==> src/rtl/tx_frame_arb.sv <==
// tx_frame_arb
// Round-robin arbiter that hands a shared UART transmitter to one of NREQ
// frame requesters at a time. It issues the start pulse and watches the
// core's busy flag. Each frame ends with a done pulse. Every frame is
// followed by an enforced idle gap.
//
// Ports
//   clk        : system clock, rising edge
//   reset      : asynchronous active-low reset
//   req        : per-requester single-cycle frame request pulse
//   err_clr    : single-cycle pulse clearing every err bit
//   tx_busy    : UART core transmitting
//   tx_trigger : single-cycle start pulse to the UART core
//   tx_sel     : index of the granted requester (frame mux select)
//   done       : single-cycle completion pulse per requester
//   err        : sticky start-timeout flag per requester
//   pending    : latched outstanding requests
//   active     : high whenever the arbiter is not idle
module tx_frame_arb #(
    parameter int NREQ          = 3,
    parameter int GAP_CYCLES    = 1000,
    parameter int START_TIMEOUT = 16
) (
    input  logic            clk,
    input  logic            reset,
    input  logic [NREQ-1:0] req,
    input  logic            err_clr,
    input  logic            tx_busy,
    output logic            tx_trigger,
    output logic [1:0]      tx_sel,
    output logic [NREQ-1:0] done,
    output logic [NREQ-1:0] err,
    output logic [NREQ-1:0] pending,
    output logic            active
);

    // One timer serves both the start timeout and the gap, so size it for the larger.
    localparam int MAXV     = (GAP_CYCLES > START_TIMEOUT) ? GAP_CYCLES : START_TIMEOUT;
    localparam int TW       = $clog2(MAXV + 1);
    localparam int ST_LAST  = START_TIMEOUT - 1;
    // A zero-length gap still spends one clock in GAP.
    localparam int GAP_LAST = (GAP_CYCLES == 0) ? 0 : GAP_CYCLES - 1;
    localparam logic [NREQ-1:0] ONE_HOT0 = {{(NREQ-1){1'b0}}, 1'b1};

    typedef enum logic [2:0] {
        IDLE      = 3'd0,
        TRIG      = 3'd1,
        WAIT_BUSY = 3'd2,
        WAIT_DONE = 3'd3,
        GAP       = 3'd4
    } state_e;

    state_e          state_q;
    logic [TW-1:0]   timer_q;
    logic [1:0]      last_sel_q;
    logic [1:0]      tx_sel_q;
    logic            tx_trigger_q;
    logic            active_q;
    logic [NREQ-1:0] done_q;
    logic [NREQ-1:0] err_q;
    logic [NREQ-1:0] pending_q;

    logic [NREQ-1:0] pending_d;
    logic [NREQ-1:0] err_d;
    logic [NREQ-1:0] sel_mask_s;
    logic [NREQ-1:0] clr_mask_s;
    logic [NREQ-1:0] err_set_s;
    logic            timeout_s;
    logic [1:0]      grant_s;
    logic            found_s;

    // Round-robin search starting one past the last granted index.
    always_comb begin
        grant_s = last_sel_q;
        found_s = 1'b0;
        for (int k = 1; k <= NREQ; k++) begin
            int idx;
            idx = (int'(last_sel_q) + k) % NREQ;
            if (!found_s && ((pending_q & (ONE_HOT0 << idx)) != '0)) begin
                found_s = 1'b1;
                grant_s = 2'(idx);
            end else begin
                found_s = found_s;
            end
        end
    end

    // Pending and err next-state.
    // A new request beats the TRIG-clock clear, and a timeout set beats err_clr.
    always_comb begin
        sel_mask_s = ONE_HOT0 << tx_sel_q;
        timeout_s  = (state_q == WAIT_BUSY) && !tx_busy && (timer_q == TW'(ST_LAST));
        if (state_q == TRIG) begin
            clr_mask_s = sel_mask_s;
        end else begin
            clr_mask_s = '0;
        end
        if (timeout_s) begin
            err_set_s = sel_mask_s;
        end else begin
            err_set_s = '0;
        end
        pending_d = (pending_q & ~clr_mask_s) | req;
        err_d     = (err_q & ~{NREQ{err_clr}}) | err_set_s;
    end

    // Arbitration FSM with all outputs registered.
    always_ff @(posedge clk or negedge reset) begin
        if (!reset) begin
            state_q      <= IDLE;
            timer_q      <= '0;
            last_sel_q   <= 2'(NREQ - 1);
            tx_sel_q     <= 2'd0;
            tx_trigger_q <= 1'b0;
            active_q     <= 1'b0;
            done_q       <= '0;
            err_q        <= '0;
            pending_q    <= '0;
        end else begin
            tx_trigger_q <= 1'b0;
            done_q       <= '0;
            pending_q    <= pending_d;
            err_q        <= err_d;
            case (state_q)
                IDLE: begin
                    if (found_s) begin
                        tx_sel_q     <= grant_s;
                        last_sel_q   <= grant_s;
                        tx_trigger_q <= 1'b1;
                        active_q     <= 1'b1;
                        state_q      <= TRIG;
                    end else begin
                        active_q <= 1'b0;
                    end
                end
                TRIG: begin
                    timer_q <= '0;
                    state_q <= WAIT_BUSY;
                end
                WAIT_BUSY: begin
                    if (tx_busy) begin
                        state_q <= WAIT_DONE;
                    end else if (timeout_s) begin
                        done_q  <= sel_mask_s;
                        timer_q <= '0;
                        state_q <= GAP;
                    end else begin
                        timer_q <= timer_q + TW'(1);
                    end
                end
                WAIT_DONE: begin
                    if (!tx_busy) begin
                        done_q  <= sel_mask_s;
                        timer_q <= '0;
                        state_q <= GAP;
                    end else begin
                        state_q <= WAIT_DONE;
                    end
                end
                GAP: begin
                    if (timer_q == TW'(GAP_LAST)) begin
                        timer_q  <= '0;
                        active_q <= 1'b0;
                        state_q  <= IDLE;
                    end else begin
                        timer_q <= timer_q + TW'(1);
                    end
                end
                default: begin
                    timer_q  <= '0;
                    active_q <= 1'b0;
                    state_q  <= IDLE;
                end
            endcase
        end
    end

    assign tx_trigger = tx_trigger_q;
    assign tx_sel     = tx_sel_q;
    assign done       = done_q;
    assign err        = err_q;
    assign pending    = pending_q;
    assign active     = active_q;

endmodule

==> config.mk <==
export PLATFORM = sky130hd
export DESIGN_NAME = tx_frame_arb
export DESIGN_NICKNAME = d
export VERILOG_FILES = /design/src/rtl/tx_frame_arb.sv
export SDC_FILE = /design/constraint.sdc
export NUM_CORES = 1
export LEC_CHECK = 0
export ABC_AREA = 1
export CORE_MARGIN = 2
export CORE_UTILIZATION = 40
export CTS_CLUSTER_DIAMETER = 50
export DETAILED_ROUTE_END_ITERATION = 10
export PLACE_DENSITY = 0.71
export REMOVE_ABC_BUFFERS = 1
export SETUP_SLACK_MARGIN = 0.5
export SLEW_MARGIN = 10
export SYNTH_ARGS = -nofsm -noshare
export SYNTH_HDL_FRONTEND = slang
export SYNTH_SLANG_ARGS = --single-unit
==> constraint.sdc <==
create_clock -name clk -period 2.1 [get_ports clk]
set_input_delay 0.42 -clock clk [delete_from_list [all_inputs] [get_ports clk]]
set_output_delay 0.42 -clock clk [all_outputs]
set_load 0.01 [all_outputs]
==> run metrics <==
dpl ws=228 ps; Worst EP arrival=1910 ps; simple-gate share of the synthesized area=0.357; antenna-violating nets left=0; Post-CTS Hold Buffers=0; Mean Syn Cell Area=7.61 sq um; main combinational cell family by area after synthesis=simple AND/OR/NAND/NOR gates; number of diodes=0; drt total wl=~3600 um; fillcell total=341; total gr overflow=0; root buffer cell=clkbuf_8; Die Ht=66.1 um; Iteration-0 DRC Markers=43; maximum fanout along the worst path=4; Num Clock Sinks=27; PwrDens=1240 mW/mm^2; RePlAce Congestion=0.863; Initial Util=0.419; Least-Margin Pin Slew=between 300 and 400 ps; CTS tree=yes; clock latency on the worst-skew pair=approximately 270 ps; relative slew slack=0.744; final worst slack=roughly 390 ps; Total GRT Usage=0.176; drt wl/cell=12.2 um; post-synth top area share=0.421; mux cell area share after synthesis=0; critical path endpoint category=register; mapped cell area=0.00154 sq mm; via count=~1400; Synth Area in XOR/XNOR=0.0227; Max-cap violations=0; Clock transition at path regs=100 ps; Rows=22; crit path kind=reg2reg; crit start category=register; Die Footprint=approximately 0.0044 sq mm; die width=66.1 um; vias in the first global route=1401; antenna violations before repair=0; #FFs+latches synth=27; fin nets=255; Compound-Gate Fraction of Synth Area=0.0608; I/O pins=20; CTS max path bufs=2; Mapped Cells=203; synth-to-layout area growth=37.0%; pin count of the biggest net entering global routing=28; cell taking the most area after synthesis=dfrtp_1; drt first pass iters=4; Synth cell types=29; layout cell share with drive strength beyond 1=0.264; DR vias/cell=approximately 4.8; Fmax achieved=585 MHz; final hold vios=0; Ys Warns=0; register area share after synthesis=0.438; Port Buffer Count=19; leakage power=0.00106 uW; H-Tree Depth=1; crit share post-route=0.814; clk_skew=~7.9 ps; status=complete, no violations; Core ar.=around 0.0037 sq mm; hpwl dp=2360 um; maximum vdd drop=902 uV; Setup TNS=0 ps; Synth Area in Adders=0.0405; worst min path class=reg2reg; RSZ-0062 raised after global routing=yes; # setup viols final=0; Req. time, crit path=2300 ps; min Tclk post-route=1710 ps; Area contributors post-synth=dfrtp_1 (42%), nand2_1 (15%), inv_1 (6.3%), nand3_1 (6.2%), nor2_1 (5.6%); CTS buffer count=3; Slew Limit Fails=0; DRC viols=0; first-pass GRT wire length=just under 6000 um
[layout by cell type (no fill, tap or decap), drive strengths merged]
cell / netlist / final
buf: 1 / 17
nand3: 20 / 20
o211ai: 2 / 2
ha: 5 / 5
nand3b: 1 / 1
clkbuf: 0 / 3
dlygate4sd2: 0 / 7
clkdlybuf4s50: 0 / 7
nand4: 4 / 4
o21ai: 7 / 7
nor3: 3 / 3
clkinv: 1 / 1
xnor2: 1 / 1
inv: 29 / 29
nand2: 65 / 65
a21oi: 1 / 1
or2: 1 / 1
xor2: 3 / 3
dfrtp: 26 / 26
dfstp: 1 / 1
nor2: 26 / 26
dlymetal6s2s: 0 / 5
clkinvlp: 0 / 1
o21a: 1 / 1
o22ai: 3 / 3
a31oi: 2 / 2
[per-layer routing]
metal  share of wire  vias to the layer above  GRT usage
li1                -                      719          -
met1            0.42                      659      0.200
met2            0.53                       22      0.323
met3           0.029                        6     0.0443
met4           0.015                        0     0.0459
met5               0                        -          0
[kinds of logic (layout without fill, tap and decap cells)]
group | after synthesis | in the layout
AO/OA/AOI/OAI | 16 | 16
XOR/XNOR | 4 | 4
adder cells (fa/ha/maj) | 5 | 5
buffers and inverters | 31 | 70
flip-flops | 27 | 27
AND/OR/NAND/NOR | 120 | 120
[final cells by class]
cell class                 count  area, sq um  share of cell area
tap                           48         60.1              0.0284
clock buffer                   3         41.3              0.0195
inverter                      30          118              0.0556
clock inverter                 1         7.51             0.00355
timing repair buffer          36          322               0.152
multi-input combinational    145          887               0.420
sequential                    27          679               0.321
[final timing paths]
path                                                 from                         to  slack, ps  cells after the start
worst max-delay path            last_sel_q[1]$_DFFE_PN1P_  last_sel_q[0]$_DFFE_PN0P_        390                      9
worst min-delay path                   active$_DFFE_PN0P_         active$_DFFE_PN0P_        490                      2
worst max register to register  last_sel_q[1]$_DFFE_PN1P_  last_sel_q[0]$_DFFE_PN0P_        390                      9
worst min register to register         active$_DFFE_PN0P_         active$_DFFE_PN0P_        490                      2
max in group asynchronous                           reset  last_sel_q[1]$_DFFE_PN1P_       1280                      2
min in group asynchronous                           reset          done[1]$_DFF_PN0_        520                      2
[what timing repair did]
item                       in CTS  in global routing
pin swaps                       3                 16
setup endpoints to repair      21                 18
resized for setup              20                 32
buffers inserted               10                  6
[sequential cells by signal, summed over array words and instances, names as in the netlist]
signal	flops
active	1
tx_trigger	1
timer_q	10
pending	3
done	3
tx_sel	1
state_q	3
last_sel_q	2
err	3
[per-stage QoR]
| step | area (sq um) | total power (uW) | std cells | util | hold slack (ps) |
|---|---|---|---|---|---|
| after floorplan | 1540 | 1490 | 202 | - | 124 |
| after global placement | 1790 | 1810 | 270 | 0.486 | 479 |
| after detailed placement | 1790 | 1820 | 270 | 0.486 | 483 |
| after CTS | 1960 | 2370 | 284 | 0.533 | 506 |
| after global routing | 2110 | 2830 | 290 | 0.573 | 543 |
| final | 2110 | 2610 | 290 | 0.573 | 490 |
[Yosys cell counts]
cell      instances
nand4_2           1
inv_2             2
nand3b_1          1
inv_6             1
xor2_1            3
nand2_4           1
xnor2_1           1
nor3_1            2
buf_4             1
a31oi_1           2
nand3_4           1
nor2_1           23
dfstp_2           1
inv_1            26
nor3_4            1
nand2_1          60
nand2_2           4
or2_2             1
o22ai_1           3
dfrtp_1          26
a21oi_1           1
o211ai_1          2
nand3_1          19
o21ai_0           7
o21a_1            1
clkinv_1          1
nand4_1           3
nor2_2            3
ha_1              5
[worst max-delay path: stages (launching register included)]
cell	delay, ps
dfstp_2	610
ha_4	240
nand2_2	100
nand3_4	100
buf_4	140
inv_1	80
nand3_2	80
nand3_1	110
o211ai_1	90
o21ai_1	90
[report_power, final]
group / switching (uW) / leakage (uW) / internal, uW
registers: 99.5 / 0.000345 / 636
clock network: 164 / 0.0000217 / 134
logic: 929 / 0.000695 / 651
total: 1190 / 0.00106 / 1420
Power figures use the tool's default switching activity.
